`config.mk`:
```
export PLATFORM = sky130hd
export DESIGN_NAME = tlc_signal_monitor
export DESIGN_NICKNAME = d
export VERILOG_FILES = /design/src/rtl/tlc_signal_monitor.sv
export SDC_FILE = /design/constraint.sdc
export NUM_CORES = 1
export LEC_CHECK = 0
export CAP_MARGIN = 20
export CORE_ASPECT_RATIO = 0.7
export CORE_UTILIZATION = 55
export CTS_BUF_LIST = sky130_fd_sc_hd__clkbuf_4 sky130_fd_sc_hd__clkbuf_8 sky130_fd_sc_hd__clkbuf_16
export DETAILED_ROUTE_END_ITERATION = 10
export GPL_ROUTABILITY_DRIVEN = 0
export PLACE_DENSITY = 0.79
export SLEW_MARGIN = 20
export SYNTH_ARGS = -nofsm -noshare
export SYNTH_HDL_FRONTEND = slang
export SYNTH_SLANG_ARGS = --single-unit
```
`constraint.sdc`:
```
create_clock -name clk -period 3 [get_ports clk]
set_clock_uncertainty 0.2 [all_clocks]
set_input_delay 0.3 -clock clk [delete_from_list [all_inputs] [get_ports clk]]
set_output_delay 0.3 -clock clk [all_outputs]
set_load 0.05 [all_outputs]
```
`src/rtl/tlc_signal_monitor.sv`:
```
// Conflict monitor between the traffic-light controller and the lamp drivers.
// It passes the lamp codes through with one cycle of latency. When it sees a
// bad sample it latches a fault, forces both approaches to RED and raises a
// flash strobe until an operator clear is accepted.
module tlc_signal_monitor #(
    parameter int YELLOW_MIN = 6,
    parameter int YELLOW_MAX = 12,
    parameter int CNT_W      = 6,
    parameter int FLASH_HALF = 1
) (
    input  logic       clk,
    input  logic       rst,
    input  logic [1:0] h_s,
    input  logic [1:0] f_s,
    input  logic       fault_clr,
    output logic [1:0] safe_h,
    output logic [1:0] safe_f,
    output logic       fault,
    output logic [2:0] fault_code,
    output logic       flash,
    output logic [3:0] fault_count
);

    localparam logic [1:0] RED = 2'b00;
    localparam logic [1:0] YEL = 2'b01;
    localparam logic [1:0] GRN = 2'b10;
    localparam logic [1:0] BAD = 2'b11;

    localparam logic [CNT_W-1:0] Y_MIN   = CNT_W'(YELLOW_MIN);
    localparam logic [CNT_W-1:0] Y_MAX   = CNT_W'(YELLOW_MAX);
    localparam logic [CNT_W-1:0] CNT_TOP = '1;

    localparam int              FL_W    = (FLASH_HALF > 1) ? $clog2(FLASH_HALF) : 1;
    localparam logic [FL_W-1:0] FL_LAST = FL_W'(FLASH_HALF - 1);

    typedef enum logic [1:0] {
        INIT    = 2'd0,
        RUN     = 2'd1,
        LATCHED = 2'd2
    } state_t;

    state_t           state;
    state_t           state_next;
    logic [1:0]       prev_h;
    logic [1:0]       prev_f;
    logic [CNT_W-1:0] dwell_h;
    logic [CNT_W-1:0] dwell_f;
    logic [CNT_W-1:0] dwell_h_next;
    logic [CNT_W-1:0] dwell_f_next;
    logic [FL_W-1:0]  flash_cnt;
    logic [2:0]       viol;

    logic conflict;
    logic bad_enc;
    logic bad_trans;
    logic short_y;
    logic long_y;
    logic clr_ok;

    // A move into or out of the illegal code is treated as an encoding
    // fault, not a transition fault, so it is accepted here.
    function automatic logic trans_ok(input logic [1:0] p, input logic [1:0] c);
        logic ok;
        ok = 1'b0;
        if (p == c || p == BAD || c == BAD) begin
            ok = 1'b1;
        end else begin
            case ({p, c})
                {GRN, YEL}: ok = 1'b1;
                {YEL, RED}: ok = 1'b1;
                {RED, GRN}: ok = 1'b1;
                default:    ok = 1'b0;
            endcase
        end
        return ok;
    endfunction

    // Yellow dwell: load 1 on entry, count further yellows, saturate, clear on exit.
    function automatic logic [CNT_W-1:0] dwell_step(input logic [1:0] p, input logic [1:0] c,
                                                    input logic [CNT_W-1:0] d);
        logic [CNT_W-1:0] n;
        if (c != YEL) begin
            n = '0;
        end else if (p != YEL) begin
            n = CNT_W'(1);
        end else if (d == CNT_TOP) begin
            n = d;
        end else begin
            n = d + CNT_W'(1);
        end
        return n;
    endfunction

    assign conflict  = (h_s != RED) && (f_s != RED);
    assign bad_enc   = (h_s == BAD) || (f_s == BAD);
    assign bad_trans = !trans_ok(prev_h, h_s) || !trans_ok(prev_f, f_s);
    assign short_y   = (prev_h == YEL && h_s == RED && dwell_h < Y_MIN) ||
                       (prev_f == YEL && f_s == RED && dwell_f < Y_MIN);
    assign long_y    = (h_s == YEL && dwell_h == Y_MAX) ||
                       (f_s == YEL && dwell_f == Y_MAX);
    assign clr_ok    = fault_clr && (h_s == RED) && (f_s == RED);

    // INIT has no valid history, so the dwell counters restart from the sample itself.
    assign dwell_h_next = dwell_step((state == INIT) ? RED : prev_h, h_s, dwell_h);
    assign dwell_f_next = dwell_step((state == INIT) ? RED : prev_f, f_s, dwell_f);

    // State register.
    always_ff @(posedge clk) begin
        if (rst) begin
            state <= INIT;
        end else begin
            state <= state_next;
        end
    end

    // Violation priority and next-state selection; the lowest fault code wins.
    always_comb begin
        state_next = state;
        viol       = 3'd0;
        case (state)
            INIT: begin
                if (conflict) begin
                    viol = 3'd1;
                end else if (bad_enc) begin
                    viol = 3'd3;
                end
                state_next = (viol != 3'd0) ? LATCHED : RUN;
            end
            RUN: begin
                if (conflict) begin
                    viol = 3'd1;
                end else if (bad_trans) begin
                    viol = 3'd2;
                end else if (bad_enc) begin
                    viol = 3'd3;
                end else if (short_y) begin
                    viol = 3'd4;
                end else if (long_y) begin
                    viol = 3'd5;
                end
                if (viol != 3'd0) begin
                    state_next = LATCHED;
                end
            end
            LATCHED: begin
                if (clr_ok) begin
                    state_next = INIT;
                end
            end
            default: state_next = INIT;
        endcase
    end

    // History, dwell counters, lamp outputs and fault reporting.
    always_ff @(posedge clk) begin
        if (rst) begin
            prev_h      <= RED;
            prev_f      <= RED;
            dwell_h     <= '0;
            dwell_f     <= '0;
            safe_h      <= RED;
            safe_f      <= RED;
            fault       <= 1'b0;
            fault_code  <= 3'd0;
            flash       <= 1'b0;
            flash_cnt   <= '0;
            fault_count <= 4'd0;
        end else if (state == LATCHED) begin
            safe_h <= RED;
            safe_f <= RED;
            if (clr_ok) begin
                fault      <= 1'b0;
                fault_code <= 3'd0;
                flash      <= 1'b0;
                flash_cnt  <= '0;
            end else if (flash_cnt == FL_LAST) begin
                flash     <= ~flash;
                flash_cnt <= '0;
            end else begin
                flash_cnt <= flash_cnt + FL_W'(1);
            end
        end else begin
            prev_h  <= h_s;
            prev_f  <= f_s;
            dwell_h <= dwell_h_next;
            dwell_f <= dwell_f_next;
            if (viol != 3'd0) begin
                safe_h     <= RED;
                safe_f     <= RED;
                fault      <= 1'b1;
                fault_code <= viol;
                flash      <= 1'b1;
                flash_cnt  <= '0;
                if (fault_count != 4'hF) begin
                    fault_count <= fault_count + 4'd1;
                end
            end else begin
                safe_h <= h_s;
                safe_f <= f_s;
            end
        end
    end

endmodule

```
# Word-level counts from Yosys, hierarchy flattened
# Cells that the tools add are included.
# classes
n_addsub	4
n_lt_le_gt_ge	2
eq_ne	32
n_mux	39
bitwise_logic	2
n_reduce_logical	37
# op_table
cell	n
6-bit 2-to-1 mux	6
3-bit 2-to-1 mux	10
1-bit 2-to-1 mux	14
2-bit 2-to-1 mux	7
6-bit by 1-bit adder with 6-bit output, second input constant	2
6-bit by 4-bit equality test with 1-bit output, second input constant	2
6-bit equality test, second input constant	2
6-bit by 3-bit < comparator with 1-bit output, second input constant	2
2-bit by 1-bit equality test with 1-bit output, second input constant	5
2-bit equality test, second input constant	5
2-bit AND reduction	5
1-bit logical AND	9
3-bit inequality test, second input constant	3
3-bit nonzero test	3
3-bit OR reduction	3
4-bit by 2-bit equality test with 1-bit output, second input constant	2
4-bit by 3-bit equality test with 1-bit output, second input constant	2
4-bit equality test, second input constant	2
1-bit logical OR	8
2-bit by 1-bit inequality test with 1-bit output, second input constant	4
2-bit logical NOT	3
2-bit case mux with 3 select lines	1
3-bit case mux with 2 select lines	1
2-bit nonzero test	3
8 further kinds	12
# word_totals
register_bits	32
inputBits	7

# Depth between registers and ports, before layout
# Gate-level depths: netlist of run 1.
# logic_depth
ltp_word	13
mapped_depth	10
depth_no_buf	9

# Worst setup path after synthesis of run 1
# OpenSTA, ideal clock, no wires.
# synth_timing
kind	register -> register
start	register dwell_h[0]
end	register fault_count[0]
setup_ns	0.123
arrival_ns	2.381
slack_ns	0.296
stages_incl_launch_ff	11
n_path_buf	1
path_cell_list	dfxtp_1 > inv_1 > ha_1 > or3b_1 > nor3_2 > a31oi_2 > a2111oi_4 > and3b_1 > buf_6 > a31oi_2 > mux2_1
# synth_via
elab_chain_cells	12
# synth_lines
item	line_no	rtl
from (decl)	46	logic [CNT_W-1:0] dwell_h;
from (signal assigned)	185	dwell_h <= dwell_h_next;
parallel branches: the longest is 4 deep, another holds 6-bit by 3-bit < comparator with 1-bit output	n/a	
3-bit 2-to-1 mux (*)	136	end else if (short_y) begin
3-bit 2-to-1 mux (*)	134	end else if (bad_enc) begin
3-bit 2-to-1 mux (*)	132	end else if (bad_trans) begin
3-bit 2-to-1 mux (*)	130	if (conflict) begin
3-bit 2-to-1 mux (*)	120	case (state)
3-bit case mux with 2 select lines (*)	120	
3-bit nonzero test (*)	187	if (viol != 3'd0) begin
3-bit AND reduction (no source line) (*)	n/a	
to (signal assigned)	195	fault_count <= fault_count + 4'd1;
to (decl)	21	output logic [3:0] fault_count
# Every way passes the cells marked *. The select of a mux whose other input is x is not followed.
# A chain may end at the register's enable or synchronous reset.

# Worst setup path in the final report of run 1
# layout_timing
start	input f_s[1]
end	register fault_count[0]
# layout_via
elab_chain_cells	12
# layout_lines
item	line_no	rtl
from (decl)	14	input logic [1:0] f_s,
4-bit by 2-bit equality test with 1-bit output, or another cell as far along	68	case ({p, c})
3-bit OR reduction (no source line), or another cell as far along	n/a	
1-bit 2-to-1 mux, or another cell as far along	68	
1-bit 2-to-1 mux, or another cell as far along	65	if (p == c || p == BAD || c == BAD) begin
1-bit logical NOT / 3-bit 2-to-1 mux (equally long branches)	96, 136	
1-bit logical OR / 3-bit 2-to-1 mux (equally long branches)	96, 134	
3-bit 2-to-1 mux	132	
3-bit 2-to-1 mux	130	
3-bit 2-to-1 mux	120	
3-bit case mux with 2 select lines (*)	120	
3-bit nonzero test (*)	187	
3-bit AND reduction (no source line) (*)	n/a	
# Mark *: on every way between the ends. The rest lies on a longest branch, timed or not. The select of a mux whose other input is x is not followed.

==> flow_summary.json, run 1 <==
{
  "cts_resized": 0,
  "cts_root_buffer": "clkbuf_8",
  "end_kind": "register",
  "insertion_delay_ps": 290,
  "dieArea_mm2": 0.00338,
  "slowest_stage": "clkdlybuf4s50_1",
  "drtAntennaViolNets": 0,
  "yosys-top-cells-area": "dfxtp_1 (36%), a21oi_1 (5.2%), nand2_1 (5.0%), nor2_1 (5.0%), ha_1 (3.6%)",
  "hold_path.class": "reg -> reg",
  "dr_total_vias": 1745,
  "avgSynthCellArea_um2": 8.10,
  "setup_viol": 0,
  "run_status": "completed",
  "worstSetupPathType": "in -> reg",
  "cts-htree-levels": 2,
  "layout_min_cycle_time_ps": 2730,
  "grt_max_degree": 16,
  "setup.worst_path.start_class": "input pin",
  "grt_pass1_wl_mm": 7.69,
  "required_ps": 2980,
  "synth.top_cell.area_share": 0.358,
  "grt_use_met2": 0.474,
  "synth_top_cell_by_area": "dfxtp_1",
  "ctsHoldBuffers": 0,
  "ir_drop_uv": 313,
  "p_clk_frac": 0.357,
  "combPwrFrac": 0.256,
  "p_sw_uw": 385,
  "swShare": 0.319,
  "period_share": 0.910,
  "synth.most_common_cell": "dfxtp_1",
  "core_area_mm2": 0.00290,
  "die_w_um": 69.1,
  "intPower_uw": 821,
  "path_common_cell": "a31oi_2",
  "port_buffers": 19,
  "seqPwrFrac": 0.387,
  "cts_num_sinks": 31,
  "ys_seq_area_frac": 0.358,
  "antenna_found_initial": 0,
  "dieHeight_um": 49.0,
  "diodes": 0,
  "vias_per_cell": 6.21,
  "async_flop_share": 0,
  "post_cts_buffers": 0,
  "crit_family": "compound AO/OA/AOI/OAI gates",
  "slew_headroom": 0.651,
  "rsz0062_at_grt": "no",
  "drv_cap": 0,
  "cp_num_buf_inv": 1,
  "numCtsBuffers": 5,
  "power_uw": 1210,
  "drtIter0Drc": 283,
  "synthCells": 214,
  "path_clk_slew_ps": 70,
  "drv_slew": 0,
  "worst_path_largest_cell_delay_ps": 590,
  "max_freq_ghz": 0.366,
  "tightest_slew_ps": 524,
  "clk_path_buf_depth": 2,
  "synthTopCellsByCount": "dfxtp_1 (31), nand2_1 (23), nor2_1 (23), a21oi_1 (18), nor3_1 (11)",
  "placementRows": 16,
  "cts_tree": "yes",
  "dpl-instance-area_mm2": 0.00201,
  "avgRoutedWirePerCell_um": 15.6,
  "powerDensity_mw_per_mm2": 567,
  "syn2layout_area_growth_pct": 22.7,
  "grtUsageTotal": 0.286,
  "dp.final_hpwl_mm": 3.14,
  "synth_edf_count": 0,
  "ys.flop_type": "dfxtp_1",
  "finalHoldViolations": 0,
  "drcViolationCount": 0,
  "yosys_register_bits": 31,
  "synth.net_count": 226,
  "fin_nets": 256,
  "use_met3": 0.0640,
  "globalRouteOverflowTotal": 0,
  "busiest_layer": "met2",
  "dr.pass1.iters": 6,
  "synth.distinct_cells": 47,
  "drive_above_1_share": 0.127,
  "yosys_warnings": 0,
  "syn_area_mm2": 0.00173,
  "grt.met1_usage": 0.361,
  "arrival_ps": 2710,
  "routed_wl_mm": 4.40,
  "ios": 20,
  "cp_max_fo": 9,
  "crit_path_cell_trace": "clkdlybuf4s50_1 -> nand2b_1 -> nor2_1 -> a31oi_2 -> a2111oi_4 -> and3b_1 -> a31oi_2 -> mux2_1",
  "design_area_mm2": 0.00213,
  "start_util": 0.597,
  "final_util": 0.733,
  "grt_pass1_vias": 1693,
  "p_leak_uw": 0.000813
}
layer usage:
| layer | vias up | share of wire |
|---|---|---|
| met2 | 90 | 0.46 |
| met4 | 0 | 0.017 |
| li1 | 823 | - |
| met3 | 13 | 0.086 |
| met5 | - | 0 |
| met1 | 819 | 0.44 |
power by group through the flow:
stage | Combinational [uW] | Clock [uW] | Sequential [uW]
floorplan | 148 | 0 | 533
CTS | 305 | 433 | 466
finish | 309 | 430 | 467
global placement | 293 | 0 | 472
detailed placement | 302 | 0 | 475
global route | 330 | 455 | 470
worst reg2reg max path, delay by kind of cell (launching register included):
family,cells,cell delay (ps)
adders and majority gates,1,150
and+or+nand+nor,3,760
muxes,1,340
AOI/OAI and AO/OA,3,690
DFF,1,330
buffers and inverters,1,100
cells by family after synthesis:
| group | after synthesis | share of synthesized area |
|---|---|---|
| fa+ha+maj | 5 | 0.0361 |
| xor+xnor | 6 | 0.0303 |
| compound gates | 50 | 0.204 |
| flops | 31 | 0.358 |
| mux | 3 | 0.0181 |
| simple gates | 99 | 0.297 |
| buf+inv | 20 | 0.0563 |
flip-flops by register name, indices dropped and copies added, names as in the netlist:
register	flops
prev_h	2
safe_h	2
flash	1
fault_code	3
prev_f	2
dwell_f	6
dwell_h	6
safe_f	2
fault_count	4
state	2
fault	1
placed cells by master (no fill, tap or decap), types with 2 or more instances in the layout:
cell / n
nor4bb_1: 2
buf_4: 13
o21bai_1: 2
and3_1: 2
a31oi_2: 2
nor2_1: 23
and2_1: 3
ha_1: 5
a32oi_1: 2
inv_1: 10
nand2b_1: 10
xor2_1: 6
nor2b_1: 2
nor4_1: 3
nand3_1: 5
or3_1: 2
dfxtp_1: 31
nor3_1: 11
nor3_2: 3
nand2_1: 23
nand4_1: 4
clkbuf_8: 6
o21ai_0: 6
a41oi_1: 3
a21oi_1: 18
mux2i_1: 2
clkdlybuf4s50_1: 19
a31oi_1: 7
cell type report:
cell class	count	area, um^2
flip-flops and latches	31	621
repair buffers	32	288
fillers	209	776
multi-input cells	163	1010
clock inverters	2	35.0
inverters	11	41.3
well taps	36	45.0
clock buffers	6	82.6
path summary, 6_finish.rpt:
check / from / end / slack, ps / cells after the start
worst max-delay path: f_s[1] / fault_count[0]$_SDFFE_PP0P_ / 270 / 8
worst min-delay path: fault_code[1]$_SDFFE_PP0P_ / fault_code[1]$_SDFFE_PP0P_ / 280 / 2
worst max register to register: dwell_h[0]$_SDFFE_PP0P_ / fault_count[0]$_SDFFE_PP0P_ / 310 / 9
worst min register to register: fault_code[1]$_SDFFE_PP0P_ / fault_code[1]$_SDFFE_PP0P_ / 280 / 2
through the flow:
step           hold slack (ps)  setup slack (ps)  setup TNS, ps  cells
6_report                   278               270              0    281
5_1_grt                    328               128              0    281
4_1_cts                    269               296              0    281
3_5_place_dp               260             -3.83          -3.83    273
3_3_place_gp               243              93.5              0    273
2_1_floorplan              254               296              0    214
Power figures use the tool's default switching activity.
==> run 2, diff against run 1 <==
--- a/config.mk
+++ b/config.mk
@@ -7,11 +7,11 @@
 export LEC_CHECK = 0
 export CAP_MARGIN = 20
 export CORE_ASPECT_RATIO = 0.7
-export CORE_UTILIZATION = 55
+export CORE_UTILIZATION = 35
 export CTS_BUF_LIST = sky130_fd_sc_hd__clkbuf_4 sky130_fd_sc_hd__clkbuf_8 sky130_fd_sc_hd__clkbuf_16
 export DETAILED_ROUTE_END_ITERATION = 10
 export GPL_ROUTABILITY_DRIVEN = 0
-export PLACE_DENSITY = 0.79
+export RECOVER_POWER = 100
 export SLEW_MARGIN = 20
 export SYNTH_ARGS = -nofsm -noshare
 export SYNTH_HDL_FRONTEND = slang
==> flow_summary.json, run 2 (same netlist as run 1, synthesis figures left out) <==
{
  "ios": 20,
  "rsz0062_at_grt": "no",
  "required_ps": 2990,
  "drive_above_1_share": 0.116,
  "final_cell_mix": "dfxtp_1 (31), nor2_1 (23), nand2_1 (23), a21oi_1 (18), dlygate4sd3_1 (15)",
  "p_leak_uw": 0.000856,
  "layout.cells.non_filler": 319,
  "drv_cap": 0,
  "core_area_mm2": 0.00478,
  "syn2layout_area_growth_pct": 26.3,
  "dr.pass1.iters": 4,
  "holdPathEnd": "fault_code[1]$_SDFFE_PP0P_",
  "max_freq_ghz": 0.369,
  "setup.worst_path.start_class": "input pin",
  "reg2reg_from": "dwell_h[0]$_SDFFE_PP0P_",
  "cts_root_buffer": "clkbuf_8",
  "placementRows": 21,
  "end_kind": "register",
  "dp.final_hpwl_mm": 2.93,
  "worst_path_largest_cell_delay_ps": 670,
  "r2r_end": "fault_count[0]$_SDFFE_PP0P_",
  "grt_use_met2": 0.243,
  "reg2reg_setup_slack_ps": 310,
  "vias_per_cell": 5.01,
  "dr_total_vias": 1598,
  "seqPwrFrac": 0.390,
  "grt_pass1_wl_mm": 6.71,
  "ctsHoldBuffers": 0,
  "hold_path.class": "reg -> reg",
  "drcViolationCount": 0,
  "final_common_cell": "dfxtp_1",
  "cts-htree-levels": 2,
  "clk_path_buf_depth": 2,
  "whs_path_depth": 2,
  "avgRoutedWirePerCell_um": 12.7,
  "tightest_slew_ps": 554,
  "cts_num_sinks": 31,
  "finalHoldViolations": 0,
  "dieHeight_um": 60.9,
  "powerDensity_mw_per_mm2": 545,
  "intPower_uw": 815,
  "worstSetupPathType": "in -> reg",
  "p_clk_frac": 0.363,
  "combPwrFrac": 0.247,
  "antenna_found_initial": 0,
  "globalRouteOverflowTotal": 0,
  "hp-start": "fault_code[1]$_SDFFE_PP0P_",
  "grt_max_degree": 17,
  "numCtsBuffers": 5,
  "drv_slew": 0,
  "use_met3": 0.0612,
  "p_sw_uw": 377,
  "slowest_stage": "dlygate4sd3_1",
  "ir_drop_uv": 199,
  "grtUsageTotal": 0.171,
  "cts_tree": "yes",
  "crit_path_cell_trace": "dlygate4sd3_1 -> a211oi_2 -> or3_1 -> a21oi_1 -> a2111oi_4 -> and3b_1 -> a31oi_1 -> mux2_1",
  "layout_min_cycle_time_ps": 2710,
  "grt_pass1_vias": 1420,
  "slew_headroom": 0.631,
  "die_w_um": 86.1,
  "cp_max_fo": 8,
  "run_status": "completed",
  "drtAntennaViolNets": 0,
  "start_util": 0.362,
  "insertion_delay_ps": 290,
  "swShare": 0.316,
  "post_cts_buffers": 0,
  "cts_resized": 0,
  "drtIter0Drc": 98,
  "dp_cells": 311,
  "r2r_cells": 9,
  "port_buffers": 19,
  "reg_top3": "dwell_f: 6 flops, dwell_h: 6 flops, fault_count: 4 flops",
  "dieArea_mm2": 0.00524,
  "setup_viol": 0,
  "fin_nets": 261,
  "routed_wl_mm": 4.06,
  "diodes": 0,
  "setup_tns_ps": 0,
  "power_uw": 1190,
  "period_share": 0.903,
  "busiest_layer": "met2",
  "arrival_ps": 2700,
  "path_clk_slew_ps": 70,
  "grt.met1_usage": 0.239
}
run 2: cell count changes in the layout (fill, tap and decap cells not counted), sizes merged:
cell,change
dlygate4sd3,+15
clkdlybuf4s50,-15
clkbuf,+5
run 2: layer usage:
layer  share of wire  routed length, um
met5               0                  0
met4           0.015                 61
met3           0.052                209
met2            0.39               1560
met1            0.55               2220
run 2: critical path: cells and delay by family:
kind                   cells  cell delay, ps
AND/OR/NAND/NOR            2             420
multiplexers               1             350
buffers and inverters      1             670
AO/OA/AOI/OAI              4             950
run 2: how the worst max path moves through the flow:
| stage | slack (ps) | endpoint | start | depth (start not counted) |
|---|---|---|---|---|
| after global placement | 150 | fault_count[0]$_SDFFE_PP0P_ | f_s[1] | 8 |
| after CTS | 330 | fault_count[0]$_SDFFE_PP0P_ | dwell_h[0]$_SDFFE_PP0P_ | 9 |
| after floorplan | 300 | fault_count[0]$_SDFFE_PP0P_ | dwell_h[0]$_SDFFE_PP0P_ | 10 |
| final | 290 | fault_count[0]$_SDFFE_PP0P_ | f_s[1] | 8 |
| after global routing | 110 | fault_count[0]$_SDFFE_PP0P_ | f_s[1] | 8 |
| after detailed placement | 120 | fault_count[0]$_SDFFE_PP0P_ | f_s[1] | 8 |
run 2: through the flow:
| step | setup slack, ps | instance area, um^2 | util | hold slack [ps] |
|---|---|---|---|---|
| 4_1_cts | 328 | 2220 | 0.464 | 264 |
| 2_1_floorplan | 296 | 1730 | - | 254 |
| 6_report | 291 | 2190 | 0.458 | 258 |
| 3_3_place_gp | 150 | 2100 | 0.439 | 247 |
| 3_5_place_dp | 121 | 2100 | 0.439 | 256 |
| 5_1_grt | 106 | 2190 | 0.458 | 281 |
run 2: layout make-up:
class	count	area [um^2]
Inverter	11	41.3
Tap cell	69	86.3
Timing Repair Buffer	37	319
Multi-Input combinational cell	163	1000
Clock inverter	2	35.0
Clock buffer	6	82.6
Fill cell	492	2590
Sequential cell	31	621
run 2: power by group through the flow:
stage	clock network, uW	registers (uW)	logic [uW]
5_1_grt	462	469	323
2_1_floorplan	0	533	148
3_3_place_gp	0	474	313
6_report	432	465	295
3_5_place_dp	0	475	312
4_1_cts	445	465	314
